==> config.mk <==
export PLATFORM = sky130hd
export DESIGN_NAME = tile_mem_sched
export DESIGN_NICKNAME = d
export VERILOG_FILES = /design/src/rtl/tile_sched_pkg.sv /design/src/rtl/rr_arbiter3.sv /design/src/rtl/tile_mem_sched.sv
export SDC_FILE = /design/constraint.sdc
export NUM_CORES = 1
export LEC_CHECK = 0
export BUFFER_PORTS_ARGS = -buffer_cell sky130_fd_sc_hd__buf_2
export CAP_MARGIN = 20
export CELL_PAD_IN_SITES_DETAIL_PLACEMENT = 0
export CELL_PAD_IN_SITES_GLOBAL_PLACEMENT = 1
export CORE_MARGIN = 3
export CORE_UTILIZATION = 39
export CTS_BUF_LIST = sky130_fd_sc_hd__clkbuf_16
export CTS_CLUSTER_SIZE = 40
export DETAILED_ROUTE_END_ITERATION = 7
export HOLD_SLACK_MARGIN = 0.1
export PLACE_DENSITY = 0.83
export SYNTH_ARGS = -nofsm -noshare
export SYNTH_HDL_FRONTEND = slang
export SYNTH_SLANG_ARGS = --single-unit
==> constraint.sdc <==
create_clock -name clk -period 2.5 [get_ports clk]
set_input_delay 0.125 -clock clk [delete_from_list [all_inputs] [get_ports clk]]
set_output_delay 0.125 -clock clk [all_outputs]
set_load 0.01 [all_outputs]
==> src/rtl/tile_sched_pkg.sv <==
// Shared types and constants for the tile operand-memory scheduler.
package tile_sched_pkg;

  typedef enum logic [1:0] {
    ST_IDLE     = 2'd0,
    ST_WAIT_ACK = 2'd2,
    ST_EXEC     = 2'd3
  } sched_state_e;

  localparam int NUM_REQ  = 3;
  localparam int REQ_NBR1 = 0;
  localparam int REQ_NBR2 = 1;
  localparam int REQ_CFG  = 2;

endpackage

==> src/rtl/rr_arbiter3.sv <==
// Three-way round-robin picker: combinational one-hot pick starting at the
// pointer, pointer moves past the served requester on an advance strobe.
module rr_arbiter3
  import tile_sched_pkg::*;
(
  input  logic               clk,
  input  logic               reset,
  input  logic [NUM_REQ-1:0] req,
  input  logic               adv,
  input  logic [NUM_REQ-1:0] adv_gnt,
  output logic [NUM_REQ-1:0] pick
);

  logic [1:0]         ptr_q;
  logic [NUM_REQ-1:0] rot;
  logic [NUM_REQ-1:0] pri;

  // Rotate so the pointer position lands on bit 0, pick lowest, rotate back.
  always_comb begin
    rot  = req;
    pick = '0;
    case (ptr_q)
      2'd1:    rot = {req[0], req[2:1]};
      2'd2:    rot = {req[1:0], req[2]};
      default: rot = req;
    endcase
    if (rot[0])      pri = 3'b001;
    else if (rot[1]) pri = 3'b010;
    else if (rot[2]) pri = 3'b100;
    else             pri = 3'b000;
    case (ptr_q)
      2'd1:    pick = {pri[1], pri[0], pri[2]};
      2'd2:    pick = {pri[0], pri[2], pri[1]};
      default: pick = pri;
    endcase
  end

  always_ff @(posedge clk) begin
    if (reset) begin
      ptr_q <= 2'd0;
    end else if (adv) begin
      if (adv_gnt[REQ_NBR1])      ptr_q <= 2'd1;
      else if (adv_gnt[REQ_NBR2]) ptr_q <= 2'd2;
      else                        ptr_q <= 2'd0;
    end
  end

endmodule

==> src/rtl/tile_mem_sched.sv <==
// Operand-memory sequencer: arbitrates the three write ports and runs fixed
// execution windows, never overlapping on_off with a write. Option: TILE_SCHED_TIMEOUT_EN.
module tile_mem_sched
  import tile_sched_pkg::*;
#(
  parameter int EXEC_CYCLES    = 4,
  parameter int TIMEOUT_CYCLES = 64
) (
  input  logic       clk,
  input  logic       reset,
  input  logic [2:0] req,
  input  logic       start,
  input  logic       write_ack,
  output logic       write_en1,
  output logic       write_en2,
  output logic       write_en3,
  output logic [2:0] gnt,
  output logic [2:0] done,
  output logic       on_off,
  output logic       exec_busy,
  output logic [1:0] phase,
  output logic [2:0] err
);

  localparam int CNT_W = $clog2(EXEC_CYCLES + 1);

  sched_state_e       state_q, state_d;
  logic [2:0]         gnt_q, gnt_d;
  logic [2:0]         done_q, done_d;
  logic [2:0]         err_q, err_d;
  logic               on_q, on_d;
  logic [CNT_W-1:0]   cnt_q, cnt_d;
  logic [NUM_REQ-1:0] pick;
  logic               adv;

`ifdef TILE_SCHED_TIMEOUT_EN
  localparam int TO_W = $clog2(TIMEOUT_CYCLES + 1);
  logic [TO_W-1:0] to_q, to_d;
`else
  logic unused_timeout;
  assign unused_timeout = (TIMEOUT_CYCLES > 0);
`endif

  rr_arbiter3 u_arb (
    .clk     (clk),
    .reset   (reset),
    .req     (req),
    .adv     (adv),
    .adv_gnt (gnt_q),
    .pick    (pick)
  );

  always_comb begin
    state_d = state_q;
    gnt_d   = gnt_q;
    done_d  = '0;
    err_d   = err_q;
    on_d    = on_q;
    cnt_d   = cnt_q;
    adv     = 1'b0;
`ifdef TILE_SCHED_TIMEOUT_EN
    to_d    = to_q;
`endif
    case (state_q)
      ST_IDLE: begin
        // Pending writes always take precedence over an execution request.
        if (req != 3'b000) begin
          state_d = ST_WAIT_ACK;
          gnt_d   = pick;
`ifdef TILE_SCHED_TIMEOUT_EN
          to_d    = '0;
`endif
        end else if (start) begin
          state_d = ST_EXEC;
          on_d    = 1'b1;
          cnt_d   = '0;
        end
      end
      ST_WAIT_ACK: begin
        if (write_ack) begin
          state_d = ST_IDLE;
          gnt_d   = '0;
          done_d  = gnt_q;
          adv     = 1'b1;
        end
`ifdef TILE_SCHED_TIMEOUT_EN
        else if (to_q == TO_W'(TIMEOUT_CYCLES - 1)) begin
          state_d = ST_IDLE;
          gnt_d   = '0;
          err_d   = err_q | gnt_q;
          adv     = 1'b1;
        end else begin
          to_d = to_q + 1'b1;
        end
`endif
      end
      ST_EXEC: begin
        if (cnt_q == CNT_W'(EXEC_CYCLES - 1)) begin
          state_d = ST_IDLE;
          on_d    = 1'b0;
        end else begin
          cnt_d = cnt_q + 1'b1;
        end
      end
      default: begin
        state_d = ST_IDLE;
        gnt_d   = '0;
        on_d    = 1'b0;
      end
    endcase
  end

  always_ff @(posedge clk) begin
    if (reset) begin
      state_q <= ST_IDLE;
      gnt_q   <= '0;
      done_q  <= '0;
      err_q   <= '0;
      on_q    <= 1'b0;
      cnt_q   <= '0;
`ifdef TILE_SCHED_TIMEOUT_EN
      to_q    <= '0;
`endif
    end else begin
      state_q <= state_d;
      gnt_q   <= gnt_d;
      done_q  <= done_d;
      err_q   <= err_d;
      on_q    <= on_d;
      cnt_q   <= cnt_d;
`ifdef TILE_SCHED_TIMEOUT_EN
      to_q    <= to_d;
`endif
    end
  end

  // Write enables come straight from the grant flops, on_off only from EXEC,
  // so the two can never be high together.
  assign write_en1 = gnt_q[REQ_NBR1];
  assign write_en2 = gnt_q[REQ_NBR2];
  assign write_en3 = gnt_q[REQ_CFG];
  assign gnt       = gnt_q;
  assign done      = done_q;
  assign on_off    = on_q;
  assign exec_busy = on_q;
  assign phase     = state_q;
  assign err       = err_q;

endmodule
# Yosys cells after proc, flatten, opt, wreduce, memory -nomap -nowiden
# Index checks and enable logic that the tools add are counted.
[word_totals]
regBits = 14
input_bits = 7
wordCells = 55
[classes]
n_addsub = 1
eq_ne = 12
n_mux = 25
n_bitwise = 3
n_reduce_logical = 8
[op_table]
columns = ["operator", "n"]
rows = [
  ["2-to-1 mux 3 bit", 8],
  ["case mux 3 bit (2 select lines)", 3],
  ["2-to-1 mux 2 bit", 6],
  ["inequality test 2 bit (second input constant)", 6],
  ["case mux 3 bit (3 select lines)", 1],
  ["AND reduction 4 bit", 2],
  ["equality test 2 bit (second input constant)", 3],
  ["case mux 2 bit (3 select lines)", 1],
  ["AND reduction 3 bit", 2],
  ["2-to-1 mux 1 bit", 5],
  ["adder 3 x 1 -> 3 bit (second input constant)", 1],
  ["equality test 3 x 2 -> 1 bit (second input constant)", 1],
  ["inequality test 3 bit (second input constant)", 1],
  ["NOT 1 bit", 3],
  ["case mux 1 bit (3 select lines)", 1],
  ["nonzero test 3 bit", 1],
  ["OR reduction 3 bit", 1],
  ["equality test 2 x 1 -> 1 bit (second input constant)", 1],
  ["logical NOT 2 bit", 1],
  ["nonzero test 2 bit", 1],
]

# Logic depth before layout (Yosys ltp)
# Gate-level depths: netlist of the first run.
[depth]
word_depth = 8
ltp_mapped = 6

# Cells and area by module
# A second synthesis of the first run with hierarchy kept.
[unflattened]
cells_unflattened = 86
area_unflattened_um2 = 754.5
[modules_own_cells]
columns = ["mod", "n_inst", "cells_each", "area_per_inst_um2"]
rows = [
  ["tile_mem_sched", 1, 58, 550.5],
  ["rr_arbiter3", 1, 28, 203.9],
]

# Worst setup path before layout of the first run
# OpenSTA, ideal clock, no wires.
[synth_timing]
path_kind = "register -> register"
start = "register cnt_q[0]"
end = "register cnt_q[0]"
setup_time_ns = 0.066
arrival_ns = 1.200
required_ns = 2.434
path_slack_ns = 1.234
stages_incl_launch_ff = 6
n_path_buf = 0
synth_period_minus_slack_ns = 1.266
cell_sequence = "dfxtp_1 -> ha_1 -> ha_1 -> nand3b_4 -> or2_1 -> a21oi_2"
[synth_between]
elab_chain_len = 3
[synth_lines]
columns = ["element", "line_no", "source"]
rows = [
  ["from (decl)", "tile_mem_sched.sv:32", "logic [CNT_W-1:0] cnt_q, cnt_d;"],
  ["from (signal assigned)", "tile_mem_sched.sv:130", "cnt_q <= cnt_d;"],
  ["adder 3 x 1 -> 3 bit / equality test 3 x 2 -> 1 bit (equally long branches)", "tile_mem_sched.sv:102, tile_mem_sched.sv:98", ""],
  ["2-to-1 mux 3 bit / inequality test 2 bit (equally long branches)", "--", ""],
  ["case mux 3 bit (2 select lines) / AND reduction 4 bit (equally long branches)", "--", ""],
]
# Parallel ways exist; a longest one is shown, timed or not. The select of a mux whose other input is x is not followed.
# A chain may end at the register's enable or synchronous reset.

# Final worst setup path of the first run
# Same ends and word-level chain as after synthesis.

==> results.yml, run 1 <==
yosys:
  synth_enable_flop_cells: 0
  syn_area_um2: 782
  post_synthesis_mux_area_share_pct: 1.28
  distinct_cell_type_count_of_the_synthesized_netlist: 31
  synth_top_family_by_area: "simple AND/OR/NAND/NOR gates"
  top_flip_flop_cell_by_instance_count_after_synthesis: "sky130_fd_sc_hd__dfxtp_1"
  synthXorXnorAreaFrac_pct: 0
  yosys_register_bits: 14
  post_synthesis_async_set_or_reset_flop_share_pct: 0
  post_synth_and_or_nand_nor_area_fraction_pct: 26.9
  ys_seq_area_share_pct: 35.8
  synth_adder_area_share_pct: 6.40
  avgSynthCellArea_um2: 8.79
  post_synth_inst_count: 89
  synth.yosys.warnings: 0
  compound_gate_fraction_of_synth_area_pct: 17.4
floorplan:
  floorplan.die.height_um: 50.8
  coreArea_um2: 1800
  die-area_um2: 2580
  dieWidth_um: 50.8
  ios: 23
  fp-row-count: 15
  initial_utilization_pct: 43.4
placed_design:
  place.gp.congestion: 0.732
  placed_cell_area_um2: 847
  numPortBuffers: 19
  dpl_worst_slack_ns: 1.15
  half_perimeter_wire_length_of_the_detailed_placement_result_um: 1110
timing:
  final_setup_vio_count: 0
  fin_hold_ws_ns: 0.201
  fmax_mhz: 736
  final-hold-violation-count: 0
  final_min_period_over_clock_period_pct: 54.3
  timing_max_transition_violations_final: 0
  total_negative_setup_slack_ns: 0
  final_period_minus_worst_setup_slack_ns: 1.36
  timing.final.ws_setup_ns: 1.14
  timing.clock.skew_ns: 0.00373
  grt_setup_unrepaired: "no"
clock_network:
  cts-htree-levels: 1
  post_cts.repair.setup_buffers: 0
  clkSinkCount: 14
  postCtsResizedCells: 0
  cts.reportedPaths.clkPinSlew_ns: 0.04
  clockBufferDepth: 2
  tritoncts.num_buffers: 3
  ctsRootBufferMaster: "sky130_fd_sc_hd__clkbuf_16"
  cts_tree: "done"
  holdBufCountCts: 0
  clk-insertion-delay-late_ns: 0.24
routing:
  drc: 0
  final_routed_wire_length_divided_by_cell_count_um: 11.7
  detailroute.via_count: 642
  drt_iter0_markers: 9
  antenna_violating_nets_post_route: 0
  drt_pass1_iterations: 4
  viasPerCell: 4.98
  postRouteWirelength_um: 1510
grt:
  first_global_vias: 638
  gr-usage-all-layers_pct: 13.9
  largest_net_degree_at_the_start_of_global_routing: 13
  grt-ovfl-total: 0
  antenna_found_initial: 0
  grt_first_pass_wirelength_um: 2690
worst_setup_path:
  critPathTopFamily: "simple AND/OR/NAND/NOR gates"
  worst_path_most_repeated_cell: "sky130_fd_sc_hd__ha_1"
  data_required_critical_path_ns: 2.68
  critPathSlowestCell: "sky130_fd_sc_hd__dfxtp_1"
  critical_path.cell_chain: "ha_1 > ha_1 > nand3b_4 > or2_1 > a21oi_2"
  regToRegStartpoint: "cnt_q[0]"
  worstSetupStartpoint: "cnt_q[0]"
  cp.arrival_ns: 1.53
  crit_fanout: 7
  timing.critical_path.to_type: "flip-flop"
  cpPeakStageDelay_ns: 0.31
  worst-path-buf-inv: 0
  critPathLaunchType: "flip-flop"
  setup.worst_path.class: "reg -> reg"
finish:
  final_common_cell: "sky130_fd_sc_hd__buf_2"
  syn2layout_area_growth_pct: 17.9
  most-common-layout-cells: "sky130_fd_sc_hd__buf_2, sky130_fd_sc_hd__dfxtp_1, sky130_fd_sc_hd__nor2_1"
  antennaDiodeCount: 0
  final_area_um2: 922
  final_nets: 117
  share_of_post_route_cells_with_drive_strength_above_1_pct: 26.9
  multiInputGateArea_um2: 418
  fill_cells: 185
  regArea_um2: 280
run:
  max-cap-violations: 0
power_and_ir_drop:
  power.static_leakage_nw: 0.443
  peak_vdd_ir_uv: 439
  powerDensity_nw_per_um2: 646
status:
  outcome: "complete, no violations"
min_path:
  worstHoldStart: "reset"
  hp-class: "in -> reg"
[worst paths after layout]
check | to | slack (ns) | cells past startpoint
setup / recovery | cnt_q[0] | 1.14 | 5
hold / removal | cnt_q[0] | 0.20 | 2
setup reg to reg | cnt_q[0] | 1.14 | 5
hold reg to reg | exec_busy | 0.46 | 2
[per-layer routing]
| metal | global-route usage, % | wire length [µm] |
|---|---|---|
| met1 | 16.4 | 712 |
| met5 | 0 | 0 |
| met2 | 23.3 | 701 |
| met4 | 4.04 | 17 |
| met3 | 5.34 | 81 |
[where the power goes]
group / switching [mW] / internal [mW] / total [mW] / leakage, nW
clock network: 0.0818 / 0.208 / 0.290 / 0.0370
registers: 0.0104 / 0.231 / 0.242 / 0.114
logic: 0.0380 / 0.0258 / 0.0638 / 0.292
[sequential cells by signal, summed over array words and instances (netlist names)]
signal and flops:
cnt_q 3, done 3, gnt 3, phase 2
u_arb.ptr_q 2, exec_busy 1
[cell families after synthesis]
group                    after synthesis
AND/OR/NAND/NOR                       33
AO/OA/AOI/OAI                         21
buffers and inverters                 15
flip-flops                            14
adder cells (fa/ha/maj)                4
multiplexers                           1
other                                  1
[cells in the mapped netlist, types with 2 or more instances]
cell type	instances	area [µm²]
sky130_fd_sc_hd__dfxtp_1	14	280
sky130_fd_sc_hd__nor2_1	10	37.5
sky130_fd_sc_hd__buf_4	7	52.6
sky130_fd_sc_hd__nand2b_1	7	43.8
sky130_fd_sc_hd__a21oi_1	6	30.0
sky130_fd_sc_hd__inv_1	6	22.5
sky130_fd_sc_hd__ha_1	4	50.1
sky130_fd_sc_hd__nand2_1	4	15.0
sky130_fd_sc_hd__a31oi_1	3	18.8
sky130_fd_sc_hd__o22ai_1	3	18.8
sky130_fd_sc_hd__nand3_1	2	10.0
sky130_fd_sc_hd__nand3b_4	2	40.0
sky130_fd_sc_hd__nor3_1	2	10.0
sky130_fd_sc_hd__o21ai_0	2	10.0
[worst reg2reg max path, stage by stage (launching register included)]
cell                       delay, ns
sky130_fd_sc_hd__dfxtp_1        0.31
sky130_fd_sc_hd__ha_1           0.20
sky130_fd_sc_hd__ha_1           0.21
sky130_fd_sc_hd__nand3b_4       0.20
sky130_fd_sc_hd__or2_1          0.25
sky130_fd_sc_hd__a21oi_2        0.13
[per-stage QoR]
step	power, mW	utilization [%]	std cells
2_1_floorplan	0.295	-	91
3_3_place_gp	0.308	47.0	126
3_5_place_dp	0.309	47.0	126
4_1_cts	0.603	51.2	129
5_1_grt	0.625	51.2	129
6_report	0.596	51.2	129
[area by class of cell]
type | instances | share of cell area, %
Multi-Input combinational cell | 62 | 45.3
Sequential cell | 14 | 30.4
Timing Repair Buffer | 19 | 10.3
Clock buffer | 3 | 8.14
Tap cell | 25 | 3.39
Inverter | 6 | 2.44
No activity file was read; power rests on OpenSTA's default activity.
==> run 2: changes to the inputs <==
--- a/config.mk
+++ b/config.mk
@@ -10,12 +10,12 @@
 export CELL_PAD_IN_SITES_DETAIL_PLACEMENT = 0
 export CELL_PAD_IN_SITES_GLOBAL_PLACEMENT = 1
 export CORE_MARGIN = 3
-export CORE_UTILIZATION = 39
+export CORE_UTILIZATION = 36
 export CTS_BUF_LIST = sky130_fd_sc_hd__clkbuf_16
 export CTS_CLUSTER_SIZE = 40
 export DETAILED_ROUTE_END_ITERATION = 7
 export HOLD_SLACK_MARGIN = 0.1
-export PLACE_DENSITY = 0.83
+export PLACE_DENSITY = 0.77
 export SYNTH_ARGS = -nofsm -noshare
 export SYNTH_HDL_FRONTEND = slang
 export SYNTH_SLANG_ARGS = --single-unit
==> constraint.sdc (replaced) <==
create_clock -name clk -period 1.3 [get_ports clk]
set_input_delay 0.065 -clock clk [delete_from_list [all_inputs] [get_ports clk]]
set_output_delay 0.065 -clock clk [all_outputs]
set_load 0.01 [all_outputs]
==> results.yml, run 2 (synthesis gave the netlist of run 1 again) <==
finish:
  antennaDiodeCount: 0
  syn2layout_area_growth_pct: 29.4
  final_area_um2: 1010
  share_of_post_route_cells_with_drive_strength_above_1_pct: 36.0
  most-common-layout-cells: "sky130_fd_sc_hd__buf_2, sky130_fd_sc_hd__dfxtp_1, sky130_fd_sc_hd__nor2_1"
  final_nets: 123
  final_common_cell: "sky130_fd_sc_hd__buf_2"
worst_setup_path:
  timing.critical_path.to_type: "flip-flop"
  cpPeakStageDelay_ns: 0.36
  worst-path-buf-inv: 1
  setup.worst_path.class: "reg -> reg"
  cp.arrival_ns: 1.37
  critPathSlowestCell: "sky130_fd_sc_hd__ha_1"
  critPathTopFamily: "compound AO/OA/AOI/OAI gates"
  critPathLaunchType: "flip-flop"
  critical_path.cell_chain: "inv_1 > ha_1 > a31oi_1 > o21a_1 > o22ai_1"
  crit_fanout: 5
  data_required_critical_path_ns: 1.42
timing:
  fin_hold_ws_ns: 0.118
  timing_max_transition_violations_final: 0
  grt_setup_unrepaired: "yes"
  final-hold-violation-count: 0
  timing.clock.skew_ns: 0.00173
  timing.final.ws_setup_ns: 0.0489
  final_min_period_over_clock_period_pct: 96.2
  final_period_minus_worst_setup_slack_ns: 1.25
  total_negative_setup_slack_ns: 0
  fmax_mhz: 799
  final_setup_vio_count: 0
grt:
  antenna_found_initial: 0
  grt-ovfl-total: 0
  grt_first_pass_wirelength_um: 2620
  largest_net_degree_at_the_start_of_global_routing: 13
  first_global_vias: 634
  gr-usage-all-layers_pct: 12.7
clock_network:
  clkSinkCount: 14
  tritoncts.num_buffers: 3
  ctsRootBufferMaster: "sky130_fd_sc_hd__clkbuf_16"
  cts_tree: "done"
  clockBufferDepth: 2
  cts-htree-levels: 1
  clk-insertion-delay-late_ns: 0.24
  cts.reportedPaths.clkPinSlew_ns: 0.05
  holdBufCountCts: 0
placed_design:
  placed_cell_area_um2: 872
  half_perimeter_wire_length_of_the_detailed_placement_result_um: 1200
  numPortBuffers: 19
  place.gp.congestion: 0.819
  dpl_worst_slack_ns: -0.0228
floorplan:
  coreArea_um2: 2000
  dieWidth_um: 52.6
  die-area_um2: 2770
  ios: 23
  fp-row-count: 16
  floorplan.die.height_um: 52.6
  initial_utilization_pct: 39.1
power_and_ir_drop:
  power.static_leakage_nw: 0.474
  p_total_mw: 1.18
  peak_vdd_ir_uv: 664
  powerDensity_nw_per_um2: 1170
routing:
  drt_pass1_iterations: 4
  detailroute.via_count: 690
  postRouteWirelength_um: 1630
  antenna_violating_nets_post_route: 0
  final_routed_wire_length_divided_by_cell_count_um: 11.8
  drt_iter0_markers: 27
  drc: 0
  viasPerCell: 5.00
run:
  max-cap-violations: 0
status:
  outcome: "complete, no violations"
min_path:
  hp-class: "in -> reg"
-- run 2: cell types whose count changed in the layout (fill, tap and decap cells not counted), moves of 2 or more --
cell	delta
sky130_fd_sc_hd__dfxtp_2	+2
sky130_fd_sc_hd__ha_4	+2
sky130_fd_sc_hd__dfxtp_1	-2
sky130_fd_sc_hd__ha_1	-2
sky130_fd_sc_hd__buf_4	+5
-- run 2: timing repair --
action / 4_1_cts / 5_1_grt
setup buffers: 2 / 1
pin swaps: 2 / 2
endpoints found under the setup margin: 1 / 6
gates resized for setup: 3 / 6
-- run 2: through the flow --
| step | cells | utilization [%] |
|---|---|---|
| floorplan | 91 | - |
| global placement | 131 | 43.6 |
| detailed placement | 131 | 43.6 |
| CTS | 137 | 48.6 |
| global route | 138 | 50.6 |
| finish | 138 | 50.6 |
-- run 2: power breakdown --
part / internal (mW) / switching [mW]
clock network: 0.406 / 0.175
registers: 0.444 / 0.0122
logic: 0.0588 / 0.0831
-- run 2: worst reg2reg max path, delay by kind of cell (launching register included) --
kind / cells / cell delay (ns)
flip-flops: 1 / 0.35
adder cells (fa/ha/maj): 1 / 0.36
buffers and inverters: 1 / 0.05
AO/OA/AOI/OAI: 3 / 0.38
-- run 2: cell type report --
| type | instances | area [µm²] |
|---|---|---|
| fill | 208 | 990 |
| multi-input combinational | 62 | 450 |
| sequential | 14 | 283 |
| timing repair buffer | 25 | 144 |
| clock buffer | 3 | 75.1 |
| tap | 27 | 33.8 |
| inverter | 6 | 22.5 |
| clock inverter | 1 | 3.75 |
-- run 2: path summary, 6_finish.rpt --
path,startpoint,to,slack (ns),cells after the start
worst min-delay path,reset,cnt_q[0],0.12,2
worst min register to register,exec_busy,exec_busy,0.47,2
worst max-delay path,u_arb.ptr_q[0],gnt[1],0.05,5
worst max register to register,u_arb.ptr_q[0],gnt[1],0.05,5
-- run 2: per-layer routing --
| layer | GRT usage, % | vias to the layer above | share of wire (%) |
|---|---|---|---|
| li1 | - | 343 | - |
| met1 | 14.3 | 321 | 42 |
| met2 | 21.9 | 21 | 49 |
| met3 | 2.85 | 5 | 7.2 |
| met4 | 6.38 | 0 | 2.0 |
| met5 | 0 | - | 0 |
